## src/rtl/uart_pkg.sv

```systemverilog
// uart_pkg: shared constants for the UART transmitter and receiver.
package uart_pkg;
    localparam int DEFAULT_CLKS_PER_BIT = 10416;
    localparam int DATA_BITS = 8;
    localparam logic LINE_IDLE = 1'b1;
    localparam logic [2:0] ST_IDLE   = 3'd0;
    localparam logic [2:0] ST_START  = 3'd1;
    localparam logic [2:0] ST_DATA   = 3'd2;
    localparam logic [2:0] ST_PARITY = 3'd3;
    localparam logic [2:0] ST_STOP   = 3'd4;
endpackage

```

## src/rtl/uart_baud_gen.sv

```systemverilog
// uart_baud_gen: bit-period counter with restart; bit_end marks the last cycle of each bit.
module uart_baud_gen #(
    parameter int CLKS_PER_BIT = 10416
) (
    input  logic clk,
    input  logic rst_l,
    input  logic restart,
    output logic bit_end
);
    localparam int W = $clog2(CLKS_PER_BIT);
    logic [W-1:0] cnt;
    assign bit_end = cnt == W'(CLKS_PER_BIT - 1);
    always_ff @(posedge clk or negedge rst_l) begin
        if (!rst_l) cnt <= '0;
        else cnt <= (restart | bit_end) ? '0 : cnt + W'(1);
    end
endmodule

```

## src/rtl/uart_tx.sv

```systemverilog
// uart_tx: 8N1 LSB-first UART transmitter with a one-byte holding register.
// Define UART_TX_PARITY_EN to insert an even-parity bit between data and stop.
module uart_tx
    import uart_pkg::*;
#(
    parameter int CLKS_PER_BIT = DEFAULT_CLKS_PER_BIT
) (
    input  logic                 clk,
    input  logic                 rst_l,
    input  logic [DATA_BITS-1:0] d_out,
    input  logic                 send,
    output logic                 ack,
    output logic                 busy,
    output logic                 tx
);
`ifdef UART_TX_PARITY_EN
    localparam logic [2:0] AFTER_DATA = ST_PARITY;
    logic par;
`else
    localparam logic [2:0] AFTER_DATA = ST_STOP;
`endif
    logic [2:0] state, state_next;
    logic [DATA_BITS-1:0] hold, shifter, shifter_next;
    logic hold_full, hold_full_next;
    logic [2:0] bit_cnt;
    logic bit_end, cap, load, last_bit, tx_next;

    uart_baud_gen #(.CLKS_PER_BIT(CLKS_PER_BIT)) u_baud (
        .clk(clk),
        .rst_l(rst_l),
        .restart(state_next != state),
        .bit_end(bit_end)
    );

    // ack blocks capture for its own cycle so a late send deassert cannot double-capture
    assign cap = send & ~hold_full & ~ack;
    assign last_bit = bit_cnt == 3'(DATA_BITS - 1);
    assign load = hold_full & ((state == ST_IDLE) | ((state == ST_STOP) & bit_end));
    assign hold_full_next = load ? 1'b0 : cap ? 1'b1 : hold_full;
    assign shifter_next = load ? hold : ((state == ST_DATA) & bit_end) ? shifter >> 1 : shifter;

    always_comb begin
        state_next = state;
        case (state)
            ST_IDLE:   state_next = hold_full ? ST_START : ST_IDLE;
            ST_START:  state_next = bit_end ? ST_DATA : ST_START;
            ST_DATA:   state_next = (bit_end & last_bit) ? AFTER_DATA : ST_DATA;
`ifdef UART_TX_PARITY_EN
            ST_PARITY: state_next = bit_end ? ST_STOP : ST_PARITY;
`endif
            ST_STOP:   state_next = bit_end ? (hold_full ? ST_START : ST_IDLE) : ST_STOP;
            default:   state_next = ST_IDLE;
        endcase
    end

    // tx is registered from the next state so the line changes cleanly on the edge
    always_comb begin
        tx_next = LINE_IDLE;
        case (state_next)
            ST_START:  tx_next = ~LINE_IDLE;
            ST_DATA:   tx_next = shifter_next[0];
`ifdef UART_TX_PARITY_EN
            ST_PARITY: tx_next = par;
`endif
            default:   tx_next = LINE_IDLE;
        endcase
    end

    always_ff @(posedge clk or negedge rst_l) begin
        if (!rst_l) begin
            state     <= ST_IDLE;
            hold      <= '0;
            hold_full <= 1'b0;
            shifter   <= '0;
            bit_cnt   <= '0;
            ack       <= 1'b0;
            busy      <= 1'b0;
            tx        <= LINE_IDLE;
        end else begin
            state     <= state_next;
            hold_full <= hold_full_next;
            shifter   <= shifter_next;
            ack       <= cap;
            busy      <= (state_next != ST_IDLE) | hold_full_next;
            tx        <= tx_next;
            if (cap) hold <= d_out;
            if (load) bit_cnt <= '0;
            else if ((state == ST_DATA) & bit_end) bit_cnt <= bit_cnt + 3'd1;
        end
    end

`ifdef UART_TX_PARITY_EN
    always_ff @(posedge clk or negedge rst_l) begin
        if (!rst_l) par <= 1'b0;
        else if (load) par <= ^hold;
    end
`endif
endmodule

```

## config.mk

```make
export PLATFORM = sky130hd
export DESIGN_NAME = uart_tx
export DESIGN_NICKNAME = d
export VERILOG_FILES = /design/src/rtl/uart_pkg.sv /design/src/rtl/uart_baud_gen.sv /design/src/rtl/uart_tx.sv
export SDC_FILE = /design/constraint.sdc
export NUM_CORES = 1
export LEC_CHECK = 0
export ABC_AREA = 1
export BUFFER_PORTS_ARGS = -buffer_cell sky130_fd_sc_hd__buf_2
export CORE_ASPECT_RATIO = 0.8
export CORE_UTILIZATION = 51
export DETAILED_ROUTE_END_ITERATION = 12
export PLACE_DENSITY_LB_ADDON = 0.25
export SYNTH_ARGS = -nofsm -noshare
export SYNTH_HDL_FRONTEND = slang
export SYNTH_HIERARCHICAL = 1
export SYNTH_SLANG_ARGS = --single-unit
export TNS_END_PERCENT = 1
```

## constraint.sdc

```tcl
create_clock -name clk -period 2.2 [get_ports clk]
set_input_delay 0.33 -clock clk [delete_from_list [all_inputs] [get_ports clk]]
set_output_delay 0.33 -clock clk [all_outputs]
set_load 0.01 [all_outputs]
```

==> results of run 1 <==
worst paths after layout:
check	startpoint	end	cells after the start
max	u_baud/cnt[0]	u_baud/cnt[12]	11
min	rst_l	state[1]	1
max reg2reg	u_baud/cnt[0]	u_baud/cnt[12]	11
min reg2reg	bit_cnt[0]	bit_cnt[0]	1
max in group asynchronous	rst_l	u_baud/cnt[0]	1
min in group clk	d_out[5]	hold[5]	3
metal layers:
metal	part of all wire (%)	wire [µm]
met2	42	1440
met3	4.4	151
met5	0	0
met4	1.8	62
met1	52	1810
per-stage QoR:
step                      std cells  hold slack [ns]  worst slack (ns)
after floorplan                 238           0.0344             0.132
after global placement          303            0.462             0.173
after CTS                       311            0.170            0.0869
after global routing            311            0.219            0.0698
final                           311            0.137             0.223
after detailed placement        303            0.468             0.111
area by class of cell:
cell class	count	area, µm²
repair buffers	16	87.6
clock buffers	6	82.6
clock inverters	2	38.8
fillers	313	1330
well taps	52	65.1
multi-input cells	168	880
inverters	27	101
flip-flops and latches	40	1000
power by group:
part	switching [µW]	internal (µW)
clock network	254	371
logic	282	205
registers	153	951
timing repair:
item,CTS,global route
resized for setup,0,3
endpoints found under the setup margin,0,14
hold buffers,0,0
cell usage in the layout, fill, tap and decap left out:
cell / Yosys / final
nand2_1: 63 / 63
nor2_1: 42 / 42
dfrtp_1: 39 / 38
inv_1: 25 / 25
buf_2: 1 / 13
nand3_1: 11 / 11
nand4_1: 9 / 9
clkbuf_8: 0 / 6
nor2_2: 5 / 5
o22ai_1: 5 / 5
ha_1: 4 / 4
xor2_1: 4 / 4
nand3_2: 3 / 3
nand2_2: 4 / 3
o21ai_0: 3 / 3
buf_4: 0 / 3
xnor2_1: 3 / 3
inv_2: 2 / 2
nand3_4: 2 / 2
a21oi_1: 2 / 2
o21ai_1: 2 / 2
nand2_4: 1 / 2
nor2_4: 1 / 1
o21ai_4: 1 / 1
and3_1: 1 / 1
o21ai_2: 1 / 1
clkinv_4: 0 / 1
bufinv_16: 0 / 1
dfstp_2: 1 / 1
nor3_4: 0 / 1
dfrtp_2: 0 / 1
state kept, by name (all words and copies together) (netlist names):
name,flops
hold,8
u_baud/cnt,14
hold_full,1
ack,1
tx,1
busy,1
state,3
bit_cnt,3
shifter,8
logic make-up after synthesis:
logic type,count (synthesis)
fa+ha+maj,4
buf+inv,30
compound gates,14
xor+xnor,7
flops,40
simple gates,143
cell usage after synthesis (3+ instances only):
library cell / instances / area share [%]
o22ai_1: 5 / 1.6
nand2_1: 63 / 12
xnor2_1: 3 / 1.3
ha_1: 4 / 2.5
xor2_1: 4 / 1.8
nand3_2: 3 / 1.5
dfrtp_1: 39 / 49
nor2_2: 5 / 1.6
nand3_1: 11 / 2.8
nand2_2: 4 / 1.3
inv_1: 25 / 4.7
nand4_1: 9 / 2.8
o21ai_0: 3 / 0.75
nor2_1: 42 / 7.9
worst max-delay path, stage by stage, from the launching register on:
cell and delay [ns]:
dfrtp_2 0.41, ha_1 0.17, nand3_2 0.13, nor3_4 0.25, nand2_1 0.16, nand3_2 0.12, nand2_2 0.07, o21ai_0 0.15
nand3_1 0.08, inv_1 0.10, nand2_4 0.12, nor2_1 0.14
==> run metrics, run 1 <==
Startpoint Class=flop; share of cells above drive strength 1=18.1%; Synth warnings=6; largest net degree at the start of global routing=41; GRT Overall Usage=19.7%; combinational family with the most area after synthesis=simple AND/OR/NAND/NOR gates; final hold vios=0; VDD IR max=0.542 mV; number of endpoints failing setup at the final stage=0; area of the mapped netlist=1990 µm²; grt ovf=0; mux cell area share after synthesis=0%; Bufs on Longest Clock Path=2; Worst Setup Path Type=flop to flop; area fraction in compound gates after synthesis=4.58%; f_max=0.506 GHz; post-synthesis instance total=238; Syn Nets=253; MaxCap Viol Count=0; M3 GR Usage=4.70%; DIE AREA=4170 µm²; worst path required time=2.42 ns; r2r setup slk=0.22 ns; ant diodes=0; Hold Path Class=input pin to async pin; Pre-antenna DRT Iters=4; Post-CTS Setup Inserts=0; routed vias=1494; Avg WL per Cell=11.1 µm; area growth from synthesis to layout=13.2%; Clock Latency Late Sink=0.29 ns; setup_tns=0 ns; vias in the first global route=1386; vias per cell=4.80; status=finished, final reports clean; clock tree root driver cell=clkbuf_8; initial antenna violation count=0; Port Buffers=13; total power=2220 µW; Top Ports=14; layer carrying the most global-route usage=met1; final instance area=2260 µm²; M1 GR Usage=28.9%; EDFF count, synth=0; final period demand of the worst path=1.98 ns; Simple-Gate Fraction of Synth Area=33.1%; GPL Wtd Cong=0.825; critical path fanouts, max=14; CTS tree=built; Cell variety after synth=27; first-pass GRT wire length=6.13 mm; RSZ-0062 raised after global routing=false; final design utilization=62.9%; met2 Usage GRT=28.3%; Synth Flop Type=dfrtp_1; Final ANT Viol Nets=0; CTS Buf Count=5; post-synthesis xor/xnor area fraction=3.07%; CTS clk-pin slew, worst paths=0.08 ns; Max Clock Skew=0.00763 ns; Max Transition Viols Final=0; H-tree depth=2; Worst EP arrival=2.20 ns; Initial Util=55.6%; Detailed Route WL=3.46 mm; Post-synth ARST share=100%; Synth Register Bits=40; fin nets=273; die height=57.9 µm; power per cell area=981 nW/µm²; part of the Yosys area used for sequential elements=50.3%; # DRC=0; Leak=0.00110 µW; Final period util=89.9%; adder-cell share of the synthesized area=2.51%; Initial DRC Count=116; TritonCTS sink count=40; relative max-transition margin=43.7%; Post-DP Area=2120 µm²; Detail Placement HPWL=2.57 mm; Worst Tran Pin Value=0.845 ns; Core Footprint=3590 µm²; Row Count=19; Die Wd=71.9 µm; Avg Synthesized Cell Area=8.38 µm²; critical path endpoint category=flop
(Power assumes the default switching activity.)
==> run 2, diff against run 1 <==
- RECOVER_POWER: unset -> 50
==> run metrics, run 2 (same netlist as run 1, synthesis figures left out) <==
status=finished, final reports clean; Post-Layout Cell Count=311 (unchanged); Clock Latency Late Sink=0.29 ns (about the same); initial antenna violation count=0 (unchanged); Max Clock Skew=0.00763 ns (unchanged); setup slack after layout=0.223 ns (unchanged); Largest regs=u_baud/cnt (14), hold (8), shifter (8); area growth from synthesis to layout=13.2% (about the same); H-tree depth=2 (unchanged); setup_tns=0 ns (unchanged); TritonCTS sink count=40 (unchanged); commonest non-fill, non-tap cell in the layout=nand2_1; Final period util=89.9% (unchanged); routed vias=1494 (unchanged); Worst Setup Path Type=flop to flop; critical path fanouts, max=14 (unchanged); die height=57.9 µm (unchanged); GRT Overall Usage=19.7% (unchanged); final instance area=2260 µm² (about the same); CTS Buf Count=5 (unchanged); fin nets=273 (unchanged); Reg power frac=49.8% (about the same); Row Count=19 (unchanged); switch share=31.1% (about the same); clock share of power=28.2% (about the same); MaxCap Viol Count=0 (unchanged); Initial DRC Count=116 (unchanged); final hold vios=0 (unchanged); Post-Place Worst Slack=0.111 ns (unchanged); Hold Path Class=input pin to async pin; DIE AREA=4170 µm² (unchanged); # DRC=0 (unchanged); Core Footprint=3590 µm² (unchanged); VDD IR max=0.542 mV (about the same); # hold bufs at CTS=0 (unchanged); RSZ-0062 raised after global routing=false; GPL Wtd Cong=0.825 (unchanged); vias per cell=4.80 (unchanged); Worst EP arrival=2.20 ns (about the same); Biggest register=u_baud/cnt; Startpoint Class=flop; NetSw=689 µW (about the same); Port Buffers=13 (unchanged); Die Wd=71.9 µm (unchanged); ant diodes=0 (unchanged); Max Transition Viols Final=0 (unchanged); CTS tree=built; dpl cells=303 (unchanged); CTS clk-pin slew, worst paths=0.08 ns (about the same); number of endpoints failing setup at the final stage=0 (unchanged); vias in the first global route=1386 (unchanged); share of cells above drive strength 1=17.8% (-0.39 points); Comb pwr share=22.0% (about the same); clock tree root driver cell=clkbuf_8; Final ANT Viol Nets=0 (unchanged); power per cell area=981 nW/µm² (about the same); Avg WL per Cell=11.1 µm (about the same); Bufs on Longest Clock Path=2 (unchanged); final period demand of the worst path=1.98 ns (unchanged); Initial Util=55.6% (unchanged); max FFs per register=14 (unchanged); largest net degree at the start of global routing=41 (unchanged); Pre-antenna DRT Iters=4 (unchanged); Leak=0.00110 µW (about the same); Post-DP Area=2120 µm² (unchanged); Int Power=1530 µW (about the same); Top Ports=14 (unchanged); Filler cells=314 (+0.32%); relative max-transition margin=37.0% (-6.7 points); Detailed Route WL=3.46 mm (about the same); worst path required time=2.42 ns (about the same); f_max=0.506 GHz (unchanged); Detail Placement HPWL=2.57 mm (unchanged); Worst Tran Pin Value=0.946 ns (+0.101 ns); first-pass GRT wire length=6.13 mm (unchanged); most frequent cells in the layout=63 x nand2_1, 42 x nor2_1, 38 x dfrtp_1, 25 x inv_1; hold_ws=0.170 ns (+0.0331 ns); grt ovf=0 (unchanged); critical path endpoint category=flop
==> run 2: cell types whose count changed in the layout (fill, tap and decap cells not counted) <==
cell      change
clkbuf_2      +1
clkbuf_1      +1
buf_2         -2
==> run 2: power groups by stage <==
stage          Combinational [µW]  Sequential [µW]  Clock (µW)
3_3_place_gp                  476             1110           0
6_report                      487             1100         625
4_1_cts                       494             1100         647
2_1_floorplan                 393             1080           0
5_1_grt                       563             1130         673
3_5_place_dp                  491             1110           0
==> run 2: cell type report <==
type                       count  area (µm²)  area share, %
tap                           52        65.1           2.88
sequential                    40        1000           44.5
timing repair buffer          16        86.3           3.82
multi-input combinational    168         880           39.0
clock buffer                   6        82.6           3.66
inverter                      27         101           4.49
clock inverter                 2        38.8           1.72
==> run 2: what timing repair did <==
action	4_1_cts	5_1_grt
endpoints found under the setup margin	0	14
gates resized for setup	0	3
setup buffers	0	0
==> run 2: worst paths after layout <==
| path | from | cells past startpoint | to | slack (ns) |
|---|---|---|---|---|
| hold reg to reg | bit_cnt[0] | 1 | bit_cnt[0] | 0.48 |
| setup reg to reg | u_baud/cnt[0] | 11 | u_baud/cnt[12] | 0.22 |
| max in group asynchronous | rst_l | 1 | u_baud/cnt[0] | 1.38 |
| setup / recovery | u_baud/cnt[0] | 11 | u_baud/cnt[12] | 0.22 |
| min in group clk | d_out[5] | 3 | hold[5] | 0.22 |
| hold / removal | rst_l | 1 | state[1] | 0.17 |
==> run 2: metal layers <==
layer  routed length [µm]  up-vias  part of all wire (%)  track usage, %
li1                     -      788                     -               -
met1                 1810      668                    52            28.9
met2                 1440       31                    42            28.3
met3                  152        7                   4.4            4.70
met4                   62        0                   1.8            8.40
met5                    0        -                     0               0
==> run 2: through the flow <==
step	util, %	power (µW)
2_1_floorplan	-	1480
4_1_cts	62.6	2240
6_report	62.9	2210
5_1_grt	62.9	2370
3_3_place_gp	59.2	1590
3_5_place_dp	59.2	1600
==> run 2: critical path, stage by stage, from the launching register on <==
cell     delay [ns]
dfrtp_2        0.41
ha_1           0.17
nand3_2        0.13
nor3_4         0.25
nand2_1        0.16
nand3_2        0.12
nand2_2        0.07
o21ai_0        0.15
nand3_1        0.08
inv_1          0.10
nand2_4        0.12
nor2_1         0.14
